## src/rtl/dmem_pkg.sv

```systemverilog
// Shared types and constants for the byte-strobed data memory.
package dmem_pkg;

   // Controller states: zeroing the array after reset, then normal service.
   typedef enum logic {
      StClear = 1'b0,
      StRun   = 1'b1
   } state_e;

   localparam int unsigned DefDepthLog2   = 6;
   localparam int unsigned DefMailboxWord = 43;
   localparam int unsigned NumLanes       = 4;

endpackage

```

## src/rtl/dmem_lane_ram.sv

```systemverilog
// One byte lane of the data memory: synchronous write, asynchronous read.
module dmem_lane_ram #(
   parameter int unsigned DEPTH_LOG2 = 6
) (
   input  logic                  iwClk,
   input  logic                  iwWe,
   input  logic [DEPTH_LOG2-1:0] iwWaddr,
   input  logic [7:0]            iwWdata,
   input  logic [DEPTH_LOG2-1:0] iwRaddr,
   output logic [7:0]            owRdata
);

   localparam int unsigned Depth = 1 << DEPTH_LOG2;

   logic [7:0] r_mem [Depth];

   // Storage update; contents are deliberately not reset.
   always_ff @(posedge iwClk) begin
      if (iwWe) begin
         r_mem[iwWaddr] <= iwWdata;
      end
   end

   assign owRdata = r_mem[iwRaddr];

endmodule

```

## src/rtl/dmem_strb.sv

```systemverilog
// Byte-strobed data memory with post-reset clear sequencer and a mailbox word.
module dmem_strb
   import dmem_pkg::*;
#(
   parameter int unsigned DEPTH_LOG2   = DefDepthLog2,
   parameter int unsigned MAILBOX_WORD = DefMailboxWord,
   parameter bit          INIT_CLEAR   = 1'b1
) (
   input  logic                iwClk,
   input  logic                iwnRst,
   input  logic [31:0]         iwReadAddr,
   input  logic [31:0]         iwWriteAddr,
   input  logic [31:0]         iwWriteData,
   input  logic [NumLanes-1:0] iwWstrb,
   output logic [31:0]         owReadData,
   output logic [31:0]         owMailbox,
   output logic                owMailboxStrobe,
   output logic                owReady
);

   localparam int unsigned         Depth      = 1 << DEPTH_LOG2;
   localparam logic [DEPTH_LOG2:0] LastWord   = (DEPTH_LOG2 + 1)'(Depth - 1);
   localparam state_e              ResetState = INIT_CLEAR ? StClear : StRun;

   state_e                r_state;
   logic [DEPTH_LOG2:0]   r_clr_cnt;
   logic [31:0]           r_mailbox;
   logic                  r_mb_strobe;

   logic [NumLanes-1:0]   w_we;
   logic [DEPTH_LOG2-1:0] w_waddr;
   logic [DEPTH_LOG2-1:0] w_raddr;
   logic [31:0]           w_wdata;
   logic [31:0]           w_rdata;
   logic                  w_mb_hit;
   logic [31:0]           w_mb_next;
   logic                  w_unused_addr;

   // Byte-offset bits and out-of-range read bits play no part in array access.
   assign w_unused_addr = ^{iwReadAddr[31:DEPTH_LOG2+2], iwReadAddr[1:0], iwWriteAddr[1:0]};

   // Write-port mux: clear sequencer owns the array until RUN; reset blocks all writes.
   always_comb begin
      w_raddr = iwReadAddr[DEPTH_LOG2+1:2];
      if (r_state == StClear) begin
         w_we    = {NumLanes{iwnRst}};
         w_waddr = r_clr_cnt[DEPTH_LOG2-1:0];
         w_wdata = '0;
      end else begin
         w_we    = iwWstrb & {NumLanes{iwnRst}};
         w_waddr = iwWriteAddr[DEPTH_LOG2+1:2];
         w_wdata = iwWriteData;
      end
   end

   for (genvar gn = 0; gn < NumLanes; gn++) begin : g_lane
      dmem_lane_ram #(
         .DEPTH_LOG2(DEPTH_LOG2)
      ) u_ram (
         .iwClk  (iwClk),
         .iwWe   (w_we[gn]),
         .iwWaddr(w_waddr),
         .iwWdata(w_wdata[8*gn +: 8]),
         .iwRaddr(w_raddr),
         .owRdata(w_rdata[8*gn +: 8])
      );
   end

   // Mailbox decode uses the full word address, so aliases of the word do not hit.
   always_comb begin
      w_mb_hit  = (r_state == StRun) && (iwWstrb != '0) &&
                  (iwWriteAddr[31:2] == 30'(MAILBOX_WORD));
      w_mb_next = r_mailbox;
      for (int n = 0; n < NumLanes; n++) begin
         if (iwWstrb[n]) begin
            w_mb_next[8*n +: 8] = iwWriteData[8*n +: 8];
         end
      end
   end

   // Controller: one pass of DEPTH clear writes, then park in RUN.
   always_ff @(posedge iwClk or negedge iwnRst) begin
      if (!iwnRst) begin
         r_state   <= ResetState;
         r_clr_cnt <= '0;
      end else begin
         case (r_state)
            StClear: begin
               r_clr_cnt <= r_clr_cnt + 1'b1;
               if (r_clr_cnt == LastWord) begin
                  r_state <= StRun;
               end
            end
            StRun:   r_state <= StRun;
            default: r_state <= ResetState;
         endcase
      end
   end

   // Mailbox shadow register and its one-cycle-per-write strobe.
   always_ff @(posedge iwClk or negedge iwnRst) begin
      if (!iwnRst) begin
         r_mailbox   <= '0;
         r_mb_strobe <= 1'b0;
      end else begin
         r_mb_strobe <= w_mb_hit;
         if (w_mb_hit) begin
            r_mailbox <= w_mb_next;
         end
      end
   end

   assign owReady         = (r_state == StRun);
   assign owReadData      = (r_state == StRun) ? w_rdata : '0;
   assign owMailbox       = r_mailbox;
   assign owMailboxStrobe = r_mb_strobe;

endmodule

```

## config.mk

```make
export PLATFORM = sky130hd
export DESIGN_NAME = dmem_strb
export DESIGN_NICKNAME = d
export VERILOG_FILES = /design/src/rtl/dmem_pkg.sv /design/src/rtl/dmem_lane_ram.sv /design/src/rtl/dmem_strb.sv
export SDC_FILE = /design/constraint.sdc
export NUM_CORES = 2
export LEC_CHECK = 0
export BUFFER_PORTS_ARGS = -buffer_cell sky130_fd_sc_hd__buf_2
export CAP_MARGIN = 30
export CORE_MARGIN = 5
export CORE_UTILIZATION = 40
export CTS_CLUSTER_DIAMETER = 200
export CTS_CLUSTER_SIZE = 12
export DETAILED_ROUTE_END_ITERATION = 16
export PLACE_DENSITY = 0.54
export SETUP_SLACK_MARGIN = 0.05
export SLEW_MARGIN = 20
export SYNTH_ARGS = -nofsm -noshare
export SYNTH_HDL_FRONTEND = slang
export SYNTH_HIERARCHICAL = 1
export SYNTH_SLANG_ARGS = --single-unit
```

## constraint.sdc

```tcl
create_clock -name iwClk -period 3.85 [get_ports iwClk]
set_input_delay 0.5775 -clock iwClk [delete_from_list [all_inputs] [get_ports iwClk]]
set_output_delay 0.5775 -clock iwClk [all_outputs]
set_load 0.1 [all_outputs]
```

==> key figures <==
Layout
  – Finished Cell Area: 96790 um2
  – Layout area overhead: 17.64%
  – Layout cells sized above 1: 0.3474
  – NumNets Final: 4776
  – Most common library cell in the layout ignoring fill and taps: edfxtp_1
  – Most frequent cells in the layout: edfxtp_1 (2048), buf_4 (541), mux4_2 (504), nor2_1 (325), clkbuf_16 (197)
  – ANT cells: 0

Placement
  – Gp weighted congestion: 0.8197
  – Area post-placement: 90390 um2
  – Setup WS pre-CTS: -0.3342 ns
  – DP Wirelength: 131100 um
  – Buffers on Ports: 139

Timing
  – PnR worst setup slack: 0.08140 ns
  – Crit share post-route: 0.9789
  – Achievable Freq: 265.4 MHz
  – Slew margin rel.: 0.3522
  – Slew of the pin with the lowest slew margin: 0.9716 ns
  – Final hold slack: 0.1058 ns
  – RSZ-0062 raised after global routing: yes
  – Slew Limit Fails: 0
  – Min cycle time layout: 3.769 ns
  – Setup violators final: 0
  – Fin Clk Skew: 0.04192 ns
  – Hold Fails Final Rpt: 0

Die
  – Num ports: 168
  – Starting Density: 0.4022
  – Row cnt: 166
  – Die Span Y: 463.5 um
  – Die Width: 463.5 um
  – Full die area: 214900 um2
  – Core area: 204600 um2

Detailed routing
  – Via count: 41320
  – DRT iter0 DRCs: 3788
  – Drt drc: 0
  – Routed Antenna Nets: 0
  – Vias per cell: 5.574
  – Routed WL per cell: 27.75 um
  – Drt first pass iters: 5
  – DRT Wirelength: 205700 um

Clock network
  – CTS Sinks: 2089
  – CTS buffer count: 192
  – Clock transition at the registers of the reported paths: 0.06 ns
  – Clock root cell: clkbuf_16
  – H-tree levels: 4
  – Clk Latency, worst-skew pair: 0.84 ns
  – Max Buffers Root-to-Sink: 3
  – CTS tree: built

GRT
  – Global-route usage over all layers: 0.1886
  – Global-route wire length before repair: 299100 um
  – Total gr overflow: 0
  – Pin count of the biggest net entering global routing: 65
  – Initial antenna violation count: 8
  – Number of global-route vias before repair: 42500

Worst hold path
  – HP Class: in -> reg

Logic synthesis
  – Ys async rst share: 0.01963
  – Synthesized flop and latch total: 2089
  – Seq/Total Area, Yosys: 0.7599
  – Synthesized area: 82280 um2
  – Simple-gate share of the synthesized area: 0.04094
  – Synth Area in Compound Gates: 0.02086
  – Post-Synth Adder-Cell Area: 0.0001521
  – Syn Nets: 4024
  – Ys Warns: 6
  – Top FF cell, synth: edfxtp_1
  – Syn Area/Cell: 20.98 um2
  – Synth Area in XOR/XNOR: 0.0006387
  – Multiplexer area fraction after synthesis: 0.1615
  – Post-synth EDFFs: 2048
  – Largest family of logic cells by synthesized area: multiplexers
  – Gate Count Post-Synth: 3921
  – Post-synthesis cell type count: 57

Setup path
  – Critical Path AT: 3.19 ns
  – Slowest stage cell on the critical path: mux4_2
  – Worst Path Max Fanout: 1
  – CP endpoint kind: primary output
  – Cell mode on critical path: mux4_2
  – Crit path max-delay family: multiplexers
  – Crit path buffers/inverters: 1
  – Worst EP required: 3.27 ns
  – Slowest stage delay, CP: 0.55 ns
  – Kind of critical path: reg -> out
  – Critical Path Start Type: flop
  – Crit path cell chain: mux4_2 -> mux4_2 -> o21ai_1 -> o41ai_1 -> and2_1 -> buf_12

Power and ir drop
  – LEAKAGE: 26.40 nW
  – Power Total: 43.08 mW
  – Pwr Density: 445.1 nW/um2
  – Maximum vdd drop: 0.3790 mV

Outcome
  – Status: complete, no violations

Job
  – MaxCap Viol Count: 0
cells by family (layout without fill, tap and decap cells):
kind of cell    after synthesis  after routing
xor+xnor                      6              6
flops                      2089           2089
fa+ha+maj                     1              1
mux                         686            686
buf+inv                     217           1022
compound gates              222            222
simple gates                700            700
cell type report:
class / instances / area (um2)
clock inverter: 15 / 257.7
clock buffer: 232 / 4976
fill: 16830 / 107800
multi-input combinational: 1615 / 18820
timing repair buffer: 771 / 6828
tap: 2688 / 3363
sequential: 2089 / 62530
inverter: 4 / 15.01
layer usage:
metal	routed length [um]	track usage	vias to the layer above
li1	-	-	17720
met1	88510	0.2668	22160
met2	101600	0.3105	1162
met3	11080	0.02707	277
met4	4550	0.04744	4
met5	21	0	-
timing repair:
action | in CTS | in global routing
cloned | 1 | 4
setup endpoints to repair | 32 | 27
hold buffers | 26 | 0
buffers inserted | 1 | 3
gates resized for setup | 72 | 45
pin swaps | 7 | 6
hold endpoints to repair | 65 | 0
synth_stat cells, types with 9 or more instances:
master,count,area share
edfxtp_1,2048,0.75
mux4_2,504,0.14
nor2_1,332,0.015
mux2i_1,92,0.011
mux2_2,87,0.012
clkbuf_1,76,0.0035
nand2_1,76,0.0035
and2_1,68,0.0052
nor2b_1,57,0.0043
nand3_1,54,0.0033
buf_4,52,0.0047
buf_2,45,0.0027
dfrtp_1,41,0.012
o221ai_1,32,0.0034
o22ai_1,32,0.0024
nand2b_1,30,0.0023
nor3_1,30,0.0018
a221oi_1,24,0.0026
a211oi_1,16,0.0015
buf_1,16,0.00073
buf_6,16,0.0022
a21oi_1,12,0.00073
a22oi_1,12,0.0011
nand3b_1,12,0.0011
nor4_1,12,0.00091
o2111ai_1,12,0.0013
o2bb2ai_1,12,0.0013
nand4_1,9,0.00068
registers in the layout, indices dropped and copies added, names as in the netlist:
register	cells
owReady	1
owMailbox	32
g_lane.u_ram/r_mem	2048
owMailboxStrobe	1
r_clr_cnt	7
worst paths after layout:
path	to	slack, ns	startpoint	cells past startpoint
hold reg to reg	r_clr_cnt[6]	0.47	r_clr_cnt[6]	1
max in group asynchronous	owMailbox[8]	3.11	iwnRst	3
hold / removal	owMailbox[9]	0.11	iwWriteData[9]	2
setup / recovery	owReadData[5]	0.08	g_lane[0].u_ram/r_mem[52][5]	6
setup reg to reg	g_lane[2].u_ram/r_mem[22][7]	0.51	owReady	5
min in group asynchronous	r_clr_cnt[5]	0.14	iwnRst	2
per-stage QoR:
stage	cells	TNS (ns)	utilization
global placement	7119	-3.223	0.4413
global route	7414	0	0.4731
CTS	7398	0	0.4705
detailed placement	7123	-2.955	0.4418
floorplan	3921	0	-
finish	7414	0	0.4731
power by group:
| part | internal, mW | switching [mW] | total [mW] | leakage, nW |
|---|---|---|---|---|
| sequential | 24.6 | 0 | 24.6 | 14.9 |
| clock | 9.04 | 8.02 | 17.1 | 2.54 |
| combinational | 0.641 | 0.795 | 1.44 | 8.97 |
No activity file was read; power rests on OpenSTA's default activity.
